`src/rtl/glyph_blit_engine.sv`:
```
// Character-cell blitter: captures one glyph cell on start and writes it into the
// SRAM framebuffer pixel by pixel, row-major, over a valid/ack write handshake.
module glyph_blit_engine #(
    parameter int GLYPH_W    = 8,
    parameter int GLYPH_H    = 16,
    parameter int COLOR_W    = 8,
    parameter int ADDR_W     = 20,
    parameter int ROW_STRIDE = 640
) (
    input  logic                       clk,
    input  logic                       rst,
    input  logic                       start,
    input  logic [ADDR_W-1:0]          base_addr,
    input  logic [GLYPH_W*GLYPH_H-1:0] shape,
    input  logic [COLOR_W-1:0]         fg,
    input  logic [COLOR_W-1:0]         bg,
    input  logic                       attr_inverse,
    input  logic                       attr_underline,
    input  logic                       attr_blank,
    output logic                       req_valid,
    output logic [ADDR_W-1:0]          req_addr,
    output logic [COLOR_W-1:0]         req_data,
    input  logic                       req_ack,
    output logic                       busy,
    output logic                       done
);

    localparam int NPIX = GLYPH_W * GLYPH_H;
    localparam int XW   = (GLYPH_W > 1) ? $clog2(GLYPH_W) : 1;
    localparam int YW   = (GLYPH_H > 1) ? $clog2(GLYPH_H) : 1;
    localparam int IW   = (NPIX > 1) ? $clog2(NPIX) : 1;
    localparam logic [XW-1:0] X_LAST = XW'(GLYPH_W - 1);
    localparam logic [YW-1:0] Y_LAST = YW'(GLYPH_H - 1);

    typedef enum logic [1:0] {
        S_IDLE,
        S_WRITE,
        S_DONE
    } state_t;

    state_t              r_state;
    state_t              w_nextState;
    logic [XW-1:0]       r_x;
    logic [YW-1:0]       r_y;
    logic [ADDR_W-1:0]   r_base;
    logic [NPIX-1:0]     r_shape;
    logic [COLOR_W-1:0]  r_fg;
    logic [COLOR_W-1:0]  r_bg;
    logic                r_inverse;
    logic                r_underline;
    logic                r_blank;

    logic                w_accept;
    logic                w_advance;
    logic [IW-1:0]       w_bitIdx;
    logic                w_on;
    logic [COLOR_W-1:0]  w_color;
    logic [ADDR_W-1:0]   w_addr;

    assign w_accept  = (r_state == S_IDLE) && start;
    assign w_advance = (r_state == S_WRITE) && req_ack;

    // Address arithmetic is done in ADDR_W bits so it wraps modulo the SRAM size.
    assign w_bitIdx = IW'(r_y) * IW'(GLYPH_W) + IW'(r_x);
    assign w_on     = ~r_blank & (r_shape[w_bitIdx] | (r_underline & (r_y == Y_LAST)));
    assign w_color  = (w_on ^ r_inverse) ? r_fg : r_bg;
    assign w_addr   = r_base + ADDR_W'(r_y) * ADDR_W'(ROW_STRIDE) + ADDR_W'(r_x);

    always_ff @(posedge clk or negedge rst) begin
        if (!rst) begin
            r_state <= S_IDLE;
        end else begin
            r_state <= w_nextState;
        end
    end

    always_comb begin
        w_nextState = r_state;
        req_valid   = 1'b0;
        busy        = 1'b0;
        done        = 1'b0;
        req_addr    = '0;
        req_data    = '0;
        case (r_state)
            S_IDLE: begin
                if (start) w_nextState = S_WRITE;
            end
            S_WRITE: begin
                req_valid = 1'b1;
                busy      = 1'b1;
                req_addr  = w_addr;
                req_data  = w_color;
                if (req_ack && (r_x == X_LAST) && (r_y == Y_LAST)) w_nextState = S_DONE;
            end
            S_DONE: begin
                done        = 1'b1;
                w_nextState = S_IDLE;
            end
            default: w_nextState = S_IDLE;
        endcase
    end

    // Operands are frozen at start so the scanner may move on to the next cell.
    always_ff @(posedge clk or negedge rst) begin
        if (!rst) begin
            r_x         <= '0;
            r_y         <= '0;
            r_base      <= '0;
            r_shape     <= '0;
            r_fg        <= '0;
            r_bg        <= '0;
            r_inverse   <= 1'b0;
            r_underline <= 1'b0;
            r_blank     <= 1'b0;
        end else if (w_accept) begin
            r_x         <= '0;
            r_y         <= '0;
            r_base      <= base_addr;
            r_shape     <= shape;
            r_fg        <= fg;
            r_bg        <= bg;
            r_inverse   <= attr_inverse;
            r_underline <= attr_underline;
            r_blank     <= attr_blank;
        end else if (w_advance) begin
            if (r_x != X_LAST) begin
                r_x <= r_x + XW'(1);
            end else begin
                r_x <= '0;
                r_y <= (r_y != Y_LAST) ? r_y + YW'(1) : '0;
            end
        end
    end

endmodule

```
`config.mk`:
```
export PLATFORM = sky130hd
export DESIGN_NAME = glyph_blit_engine
export DESIGN_NICKNAME = d
export VERILOG_FILES = /design/src/rtl/glyph_blit_engine.sv
export SDC_FILE = /design/constraint.sdc
export NUM_CORES = 1
export LEC_CHECK = 0
export BUFFER_PORTS_ARGS = -buffer_cell sky130_fd_sc_hd__buf_2
export CORE_ASPECT_RATIO = 2
export CORE_MARGIN = 1
export CORE_UTILIZATION = 59
export CTS_CLUSTER_SIZE = 16
export DETAILED_ROUTE_END_ITERATION = 8
export PLACE_DENSITY = 0.83
export SLEW_MARGIN = 20
export SYNTH_ARGS = -nofsm -noshare
export SYNTH_HDL_FRONTEND = slang
export SYNTH_SLANG_ARGS = --single-unit
```
`constraint.sdc`:
```
create_clock -name clk -period 5.2 [get_ports clk]
set_clock_uncertainty 0.15 [all_clocks]
set_input_delay 0.52 -clock clk [delete_from_list [all_inputs] [get_ports clk]]
set_output_delay 0.52 -clock clk [all_outputs]
set_load 0.01 [all_outputs]
```
# [Word-level counts from Yosys, hierarchy flattened]
# Index checks and enable logic that the tools add are counted.
[totals] register_bits=176 latch_bits=0 ram_bits=0 rom_bits=0 input_bits=171 out_inout_bits=31 word_cells=56 mem_count=0
[op_classes] addsub=5 n_mul=1 div=0 order_cmp=1 eq_ne=9 n_shift=0 muxes=17 n_bitwise=5 reduce_logical=8
[ops] op="20-bit by 14-bit adder with 20-bit output" count=1
[ops] op="20-bit by 3-bit adder with 20-bit output" count=1
[ops] op="20-bit two-way mux" count=1
[ops] op="4-bit two-way mux" count=4
[ops] op="8-bit two-way mux" count=2
[ops] op="3-bit two-way mux" count=3
[ops] op="7-bit by 8-bit less-than comparator with 1-bit output, second input constant" count=1
[ops] op="7-bit by 3-bit adder with 7-bit output" count=1
[ops] op="1-bit binary-select mux with 7-bit select" count=1
[ops] op="4-bit by 3-bit multiplier with 7-bit output, second input constant" count=1
[ops] op="4-bit by 1-bit adder with 4-bit output, second input constant" count=1
[ops] op="4-bit == test, second input constant" count=1
[ops] op="1-bit logical AND" count=4
[ops] op="2-bit two-way mux" count=2
[ops] op="2-bit inequality test, second input constant" count=2
[ops] op="4-bit inequality test, second input constant" count=1
[ops] op="2-bit case mux with 2 select lines" count=1
[ops] op="2-bit AND reduction" count=2
[ops] op="3-bit by 1-bit adder with 3-bit output, second input constant" count=1
[ops] op="3-bit == test, second input constant" count=1
[ops] op="1-bit two-way mux" count=3
[ops] op="3-bit inequality test, second input constant" count=1
[ops] op="1-bit AND" count=2
[ops] op="2-bit by 1-bit == test with 1-bit output, second input constant" count=1
[ops] op="7 further kinds" count=7

# [Longest topological paths before layout]
# Gate-level depths: netlist of the first run.
[depth] word_depth=8 depth_mapped=13

# [Worst setup path after synthesis of the first run]
# Ideal clock, no wire load.
[synth_path] path_kind="register to output" start="register r_y[1]" end="output req_addr[19]" arrival_time_ps=2818 slack_ps=1712 path_stages_with_launch=11 cell_sequence="dfrtp_1 > ha_1 > ha_1 > fa_1 > ha_1 > a21o_1 > a31o_2 > a21o_1 > a21oi_1 > o21ai_0 > a21oi_1"
[synth_via] elab_chain_cells=4
[synth_lines] element="from (decl)" line="44" rtl="logic [YW-1:0] r_y;"
[synth_lines] element="from (signal assigned)" line="130" rtl="r_y <= (r_y != Y_LAST) ? r_y + YW'(1) : '0;"
[synth_lines] element="4-bit by 3-bit multiplier with 7-bit output" line="67" rtl="assign w_addr = r_base + ADDR_W'(r_y) * ADDR_W'(ROW_STRIDE) + ADDR_W'(r_x);"
[synth_lines] element="20-bit by 14-bit adder with 20-bit output" line="67"
[synth_lines] element="20-bit by 3-bit adder with 20-bit output" line="67"
[synth_lines] element="20-bit two-way mux" line="84" rtl="case (r_state)"
[synth_lines] element="to (decl)" line="21" rtl="output logic [ADDR_W-1:0] req_addr,"
# No other way between the ends.

# [Final worst setup path of the first run]
[layout_path] start="register r_x[1]" end="output req_data[4]"
[layout_via] elab_chain_cells=8
[layout_lines] element="from (decl)" line="43" rtl="logic [XW-1:0] r_x;"
[layout_lines] element="from (signal assigned)" line="127" rtl="r_x <= r_x + XW'(1);"
[layout_lines] element="7-bit by 3-bit adder with 7-bit output" line="64" rtl="assign w_bitIdx = IW'(r_y) * IW'(GLYPH_W) + IW'(r_x);"
[layout_lines] element="1-bit binary-select mux with 7-bit select" line="65" rtl="assign w_on = ~r_blank & (r_shape[w_bitIdx] | (r_underline & (r_y == Y_LAST)));"
[layout_lines] element="1-bit two-way mux (implied by the code)" line="65"
[layout_lines] element="1-bit OR" line="65"
[layout_lines] element="1-bit AND" line="65"
[layout_lines] element="1-bit XOR" line="66" rtl="assign w_color = (w_on ^ r_inverse) ? r_fg : r_bg;"
[layout_lines] element="8-bit two-way mux" line="66"
[layout_lines] element="8-bit two-way mux" line="84"
[layout_lines] element="to (decl)" line="22" rtl="output logic [COLOR_W-1:0] req_data,"
# No other way between the ends. The select of a mux whose other input is x is not followed.

==> metrics.txt, run 1 <==
dominant synthesized flop cell dfrtp_1; drt total wl 21100 µm; Hold Buf Count CTS 0; total power 4010 µW; Chip Height 175 µm; clk sink count 176; largest family of logic cells by synthesized area multiplexers; synthesized net count 850; num rows 62; Post-CTS Resized 0; cell taking the most area after synthesis dfrtp_1; largest net degree at the start of global routing 91; commonest cells after routing, fill and taps aside buf_2, mux2_2, dfrtp_1; Total GRT Usage 28.9%; Place WS 1180 ps; routed wl met3 829 µm; routed len/inst 19.8 µm; main area contributors after synthesis dfrtp_1, mux2_2, mux4_2; H-Tree Depth 4; RSZ-0062 raised after global routing false; status complete, no violations; wl on met1 7700 µm; antenna violations before repair 4; Final Cycle Share 85.8%; maximum root-to-sink buffer count 2; Core Region 0.0144 mm²; Critical Path RT 4530 ps; Post-DRT Antenna Nets 0; share of layout cells above drive strength 1 52.9%; register bit total from synthesis 176; Syn. warnings 0; clk_lat worst skew 430 ps; maximum clock rate 224 MHz; placed cell count 1025; Post-synth EDFFs 0; CTS clk-pin slew, worst paths 60 ps; first-pass GRT wire length 33000 µm; number of global-route vias before repair 6737; register area share after synthesis 50.2%; Vias per Instance 5.87; P&R area growth vs syn 19.9%; First DRT Iteration DRCs 378; mean post-synth cell area 13.3 µm²; Placed Area 0.00992 mm²; Worst setup SP type flip-flop; max cap viols 0; fin cells 1061; fin. max-slew vios 0; crit path kind flip-flop to output pin; Hold Fails Final Rpt 0; highest layer used for signal routing met4; async set-reset flop share out of synthesis 100%; Final Setup Violations 0; Post-Syn Instances 659; Final nets 1043; Hold WC Path Type primary input to asynchronous set/reset pin; Root Buffer clkbuf_16; gr ovfl total 0; post-synthesis mux area share 29.5%; Crit path arrival time 3790 ps; DR vias 6226; final instance area 0.0105 mm²; GP Congestion 0.853; Slew @ Worst Pin 890 ps; DR DRC count 0; PortBufs 201; die width 88.3 µm; Reg-to-Reg End r_y[3]; fin worst setup slack 739 ps; critical path endpoint req_data[4]; met2 WL 11500 µm; IO Pins 202; top-area cell type share of the netlist area 50.2%; Final HPWL DP 15600 µm; post-synthesis cell type count 56; RR Startpoint r_x[1]; VDD IR max 0.315 mV; Die ar. 0.0154 mm²; synthesized area 0.00878 mm²; drt first pass iters 4; total CTS buffers 17; Synth Area in Compound Gates 7.06%; Setup Total Neg Slack 0 ps; post-layout min period 4460 ps; commonest non-fill, non-tap cell in the layout buf_2; Initial Util 60.8%; reg2reg setup slack 2430 ps; post-synthesis simple-gate area fraction 6.07%; FF-to-FF path depth 8; Crit. Startpoint r_x[1]; Slew HR 40.7%; Power Dens Cells 381 mW/mm²; xor/xnor cell area share of the yosys netlist 1.40%; Pleak 0.00506 µW; Post-CTS Setup Bufs 0; CTS tree yes; Worst setup EP type output pin; post-synthesis adder-cell area fraction 3.02%; worst-path fanout max 29
==> registers in the layout, summed over array words and instances, names as in the netlist <==
register / count
r_base: 20
r_bg: 8
r_blank: 1
r_fg: 8
r_inverse: 1
r_shape: 128
r_state: 2
r_underline: 1
r_x: 3
r_y: 4
==> how the worst min path moves through the flow <==
stage,cells past startpoint,slack [ps],end
after global routing,1,70,r_bg[1]
after floorplan,0,70,r_base[0]
final,1,1,r_bg[1]
after detailed placement,1,340,r_shape[43]
after CTS,1,40,r_bg[1]
after global placement,1,330,r_shape[66]
==> layer usage <==
metal  vias up  track usage [%]
met5         -                0
met4         0             17.5
met3        73             5.08
met2       238             50.4
met1      3095             31.7
li1       2820                -
==> cell families (layout without fill, tap and decap cells) <==
logic type	after synthesis	in the layout
compound gates	91	91
mux	209	209
flops	176	176
simple gates	104	104
other cells	0	4
fa+ha+maj	20	20
buf+inv	45	251
xor+xnor	14	14
==> worst max-delay path, stage by stage, from the launching register on <==
cell and delay (ps):
dfrtp_2 890, buf_4 420, mux2_2 210, o22ai_1 70, o31ai_1 400, nor3_1 100
nand4bb_1 350, a211oi_4 430, nand3_1 150, a21oi_1 170, buf_2 160
==> cell type report <==
type	instances	area (µm²)
clock inverters	14	166
well taps	192	240
flip-flops and latches	176	4410
fillers	990	3910
multi-input cells	438	4140
diodes	4	10.0
clock buffers	18	429
inverters	10	37.5
repair buffers	209	1090
==> Yosys cell counts, types with 10 or more instances <==
cell	n
a21oi_1	21
clkbuf_1	22
dfrtp_1	176
ha_1	18
mux2_2	183
mux4_2	20
nand2_1	14
nand3_1	16
nor2_1	27
nor3_1	10
o21ai_0	10
o21ai_1	10
o22ai_1	13
==> through the flow <==
stage,hold slack (ps),util [%]
2_1_floorplan,74.4,-
6_report,1.30,72.9
3_5_place_dp,341,68.7
4_1_cts,42.2,72.8
3_3_place_gp,335,68.5
5_1_grt,74.4,72.9
==> power by group <==
group / total [µW] / switching [µW] / internal, µW
Sequential: 1620 / 163 / 1450
Combinational: 1110 / 556 / 551
Clock: 1280 / 530 / 754
Total: 4010 / 1250 / 2760
(Power assumes the default switching activity.)
==> run 2, diff against run 1 <==
--- a/config.mk
+++ b/config.mk
@@ -8,10 +8,10 @@
 export BUFFER_PORTS_ARGS = -buffer_cell sky130_fd_sc_hd__buf_2
 export CORE_ASPECT_RATIO = 2
 export CORE_MARGIN = 1
-export CORE_UTILIZATION = 59
+export CORE_UTILIZATION = 55
 export CTS_CLUSTER_SIZE = 16
 export DETAILED_ROUTE_END_ITERATION = 8
-export PLACE_DENSITY = 0.83
+export PLACE_DENSITY = 0.88
 export SLEW_MARGIN = 20
 export SYNTH_ARGS = -nofsm -noshare
 export SYNTH_HDL_FRONTEND = slang
==> run 2 against run 1 <==
- utilization is 6.0 points lower
- register-to-register slack better by 180 ps
- clock-buffer cell count stayed put
- total power is 0.81% lower
- setup slack worse by 130 ps
- combinational power hardly changed
- largest power group unchanged
==> metrics.txt, run 2 (synthesis results as in run 1) <==
status complete, no violations; Worst setup SP type flip-flop; DR vias 6286; Place WS 1060 ps; Post-CTS Resized 0; PortBufs 201; CP peak stage delay 920 ps; drt total wl 21200 µm; Vias per Instance 5.85; RR Startpoint r_state[0]; number of global-route vias before repair 6763; num rows 65; biggest regs r_shape: 128 flops, r_base: 20 flops; clk_lat worst skew 430 ps; Power Dens Cells 379 mW/mm²; crit path kind flip-flop to output pin; first-pass GRT wire length 33800 µm; Initial Util 55.9%; Slew HR 38.3%; H-Tree Depth 4; VDD IR max 0.245 mV; DR DRC count 0; CTS clk-pin slew, worst paths 70 ps; Hold WC Path Type primary input to asynchronous set/reset pin; max cap viols 0; worst-path fanout max 27; Final Setup Violations 0; Core Region 0.0157 mm²; Chip Height 181 µm; fin worst setup slack 605 ps; Post-CTS Setup Bufs 0; Critical Path RT 4530 ps; IO Pins 202; CTS tree yes; Post-DRT Antenna Nets 0; slowest cell on the critical path dfrtp_2; GP Congestion 0.825; Final nets 1043; antenna violations before repair 8; commonest non-fill, non-tap cell in the layout buf_2; Reg-to-Reg End r_shape[114]; First DRT Iteration DRCs 353; Slew @ Worst Pin 926 ps; Final Cycle Share 88.4%; gr ovfl total 0; maximum clock rate 218 MHz; RSZ-0062 raised after global routing false; total CTS buffers 17; P&R area growth vs syn 19.7%; Pleak 0.00505 µW; Largest register FFs 128; Final HPWL DP 15400 µm; drt first pass iters 4; Crit path arrival time 3930 ps; share of layout cells above drive strength 1 52.9%; FF-to-FF path depth 4; post-layout min period 4600 ps; maximum root-to-sink buffer count 2; Worst setup EP type output pin; die width 91.3 µm; Setup Total Neg Slack 0 ps; Die ar. 0.0165 mm²; fin. max-slew vios 0; Hold Fails Final Rpt 0; crit path cell chain ha_1 -> inv_1 -> fa_1 -> nor2b_1 -> o211ai_1 -> a21boi_0 -> o21ai_0 -> a21oi_1 -> a31o_2 -> a31oi_1 -> a41o_1 -> buf_2; largest net degree at the start of global routing 102; commonest cells after routing, fill and taps aside buf_2, mux2_2, dfrtp_1; clk sink count 176; Hold Buf Count CTS 0; Reg with most FFs r_shape; Root Buffer clkbuf_16; reg2reg setup slack 2610 ps; Total GRT Usage 27.0%; FILL cells 1132; routed len/inst 19.7 µm
[run 2: worst max path at each step]
stage	startpoint	end	cells after the start
2_1_floorplan	r_y[1]	req_addr[19]	10
3_3_place_gp	r_x[0]	req_addr[18]	12
3_5_place_dp	r_x[0]	req_addr[18]	12
4_1_cts	r_x[0]	req_addr[18]	12
5_1_grt	r_x[0]	req_addr[16]	12
6_report	r_x[0]	req_addr[18]	12
[run 2: power breakdown]
group | leakage, µW | total [µW] | internal [µW] | switching, µW
logic | 0.00252 | 1100 | 552 | 544
registers | 0.00225 | 1630 | 1450 | 176
clock network | 0.000273 | 1250 | 678 | 573
total | 0.00505 | 3980 | 2680 | 1290
[run 2: worst max-delay path: cells and delay by family, from the launching register on]
kind / cells / cell delay, ps
AOI/OAI and AO/OA: 7 / 1450
adders and majority gates: 2 / 710
buffers and inverters: 2 / 210
DFF: 1 / 920
and+or+nand+nor: 1 / 200
[run 2: layer usage]
layer,vias up,part of all wire (%),global-route usage [%]
li1,2827,-,-
met1,3179,34,28.3
met2,206,56,48.3
met3,74,4.2,5.23
met4,0,6.5,17.9
met5,-,0,0
[run 2: final cells by class]
class	instances	area (µm²)	area share, %
Timing Repair Buffer	209	1070	10.2
Clock inverter	14	145	1.38
Clock buffer	18	429	4.09
Inverter	10	37.5	0.357
Tap cell	201	251	2.39
Antenna cell	9	22.5	0.214
Multi-Input combinational cell	438	4140	39.4
Sequential cell	176	4410	42.0
[run 2: per-stage QoR]
| step | utilization [%] | instance area, µm² | hold WS (ps) | power (µW) | instances |
|---|---|---|---|---|---|
| global placement | 63.1 | 9910 | 334 | 2720 | 1034 |
| finish | 66.9 | 10500 | 30.4 | 3980 | 1075 |
| global route | 66.9 | 10500 | 122 | 4170 | 1075 |
| detailed placement | 63.1 | 9910 | 341 | 2740 | 1034 |
| CTS | 66.8 | 10500 | 64.6 | 4000 | 1066 |
| floorplan | - | 8780 | 74.4 | 2390 | 659 |
==> run 3, diff against run 2 <==
--- a/config.mk
+++ b/config.mk
@@ -11,7 +11,9 @@
 export CORE_UTILIZATION = 55
 export CTS_CLUSTER_SIZE = 16
 export DETAILED_ROUTE_END_ITERATION = 8
+export MAX_ROUTING_LAYER = met4
 export PLACE_DENSITY = 0.88
+export SETUP_SLACK_MARGIN = 0.1
 export SLEW_MARGIN = 20
 export SYNTH_ARGS = -nofsm -noshare
 export SYNTH_HDL_FRONTEND = slang
==> run 3 against run 2 <==
- the run now ends with hold timing left
- setup slack worse by 7.9 ps
- fmax decreased by 0.17%
- global-route usage rose by 0.85 points
- largest power group unchanged
- sequential power is essentially flat
- critical path depth stayed put
- register-to-register slack barely moved
- clock-buffer cell count did not move
==> metrics.txt, run 3 (synthesis results as in run 1) <==
status finished, violations left; failing checks hold timing; PortBufs 201; Final Cycle Share 88.5%; Core Region 0.0157 mm²; Hold Slack -0.190 ps; Largest register FFs 128; number of global-route vias before repair 6770; First DRT Iteration DRCs 372; commonest non-fill, non-tap cell in the layout buf_2; Post-CTS Setup Bufs 0; DR DRC count 0; GP Congestion 0.838; gr ovfl total 0; CTS tree yes; P&R area growth vs syn 19.6%; first-pass GRT wire length 33800 µm; Chip Height 181 µm; Final nets 1043; CTS clk-pin slew, worst paths 70 ps; die width 91.3 µm; share of layout cells above drive strength 1 52.9%; DR vias 6310; VDD IR max 0.245 mV; Setup Total Neg Slack 0 ps; routed len/inst 19.9 µm; IO Pins 202; Post-CTS Resized 0; Pleak 0.00505 µW; Reg with most FFs r_shape; RSZ-0062 raised after global routing false; Critical Path RT 4530 ps; clk sink count 176; Total GRT Usage 27.9%; commonest cells after routing, fill and taps aside buf_2, mux2_2, dfrtp_1; total CTS buffers 17; Worst setup EP type output pin; Vias per Instance 5.88; num rows 65; drt first pass iters 4; Post-DRT Antenna Nets 0; worst-path fanout max 27; maximum root-to-sink buffer count 2; FF-to-FF path depth 4; H-Tree Depth 4; clk_lat worst skew 430 ps; post-layout min period 4600 ps; drt total wl 21300 µm; Die ar. 0.0165 mm²; max cap viols 0; largest net degree at the start of global routing 102; Worst setup SP type flip-flop; Power Dens Cells 379 mW/mm²; Slew @ Worst Pin 983 ps; Hold Fails Final Rpt 1; fin. max-slew vios 0; Root Buffer clkbuf_16; biggest regs r_shape: 128 flops, r_base: 20 flops; Crit path arrival time 3930 ps; Final Setup Violations 0; crit path kind flip-flop to output pin; Final HPWL DP 15400 µm; FILL cells 1130; Initial Util 55.9%; Hold WC Path Type primary input to asynchronous set/reset pin; Hold Buf Count CTS 0; antenna violations before repair 7; maximum clock rate 217 MHz; total power 3980 µW; Slew HR 34.4%
-- run 3: metrics by stage --
stage	cell area, µm²	util, %	setup slack (ps)	hold WS (ps)	cells
final	10500	66.9	597	-0.190	1074
after global routing	10500	66.9	313	85.0	1074
after CTS	10500	66.8	588	64.6	1066
after detailed placement	9910	63.1	1060	341	1034
after global placement	9910	63.1	1200	334	1034
after floorplan	8780	-	1710	74.4	659
-- run 3: area by class of cell --
class | count | area (µm²) | share of cell area [%]
diodes | 8 | 20.0 | 0.191
well taps | 201 | 251 | 2.39
clock buffers | 18 | 429 | 4.09
inverters | 10 | 37.5 | 0.357
clock inverters | 14 | 145 | 1.38
repair buffers | 209 | 1070 | 10.2
multi-input cells | 438 | 4140 | 39.4
flip-flops and latches | 176 | 4410 | 42.0
-- run 3: power by group --
group	leakage [µW]	internal, µW	switching (µW)
Clock	0.000273	678	577
Sequential	0.00225	1450	176
Combinational	0.00252	553	544
Total	0.00505	2680	1300
-- run 3: critical path: stages, from the launching register on --
cell	delay [ps]
dfrtp_2	950
ha_1	320
inv_1	70
fa_1	390
nor2b_1	200
o211ai_1	120
a21boi_0	240
o21ai_0	140
a21oi_1	310
a31o_2	290
a31oi_1	110
a41o_1	220
buf_2	130
-- run 3: path summary, 6_finish.rpt --
| path | startpoint | end | slack (ps) |
|---|---|---|---|
| worst max-delay path | r_x[0] | req_addr[18] | 600 |
| worst min-delay path | rst | r_shape[26] | -0.2 |
| worst max register to register | r_state[0] | r_shape[114] | 2610 |
| worst min register to register | r_shape[95] | r_shape[95] | 360 |
| max in group asynchronous | rst | r_x[1] | 3700 |
| min in group clk | base_addr[14] | r_base[14] | 160 |
-- run 3: routing by layer --
| metal | GRT usage (%) | up-vias | share of wire (%) |
|---|---|---|---|
| met4 | 17.3 | 0 | 6.0 |
| li1 | - | 2830 | - |
| met3 | 4.60 | 72 | 3.6 |
| met5 | - | - | 0 |
| met2 | 48.6 | 201 | 55 |
| met1 | 28.8 | 3207 | 35 |
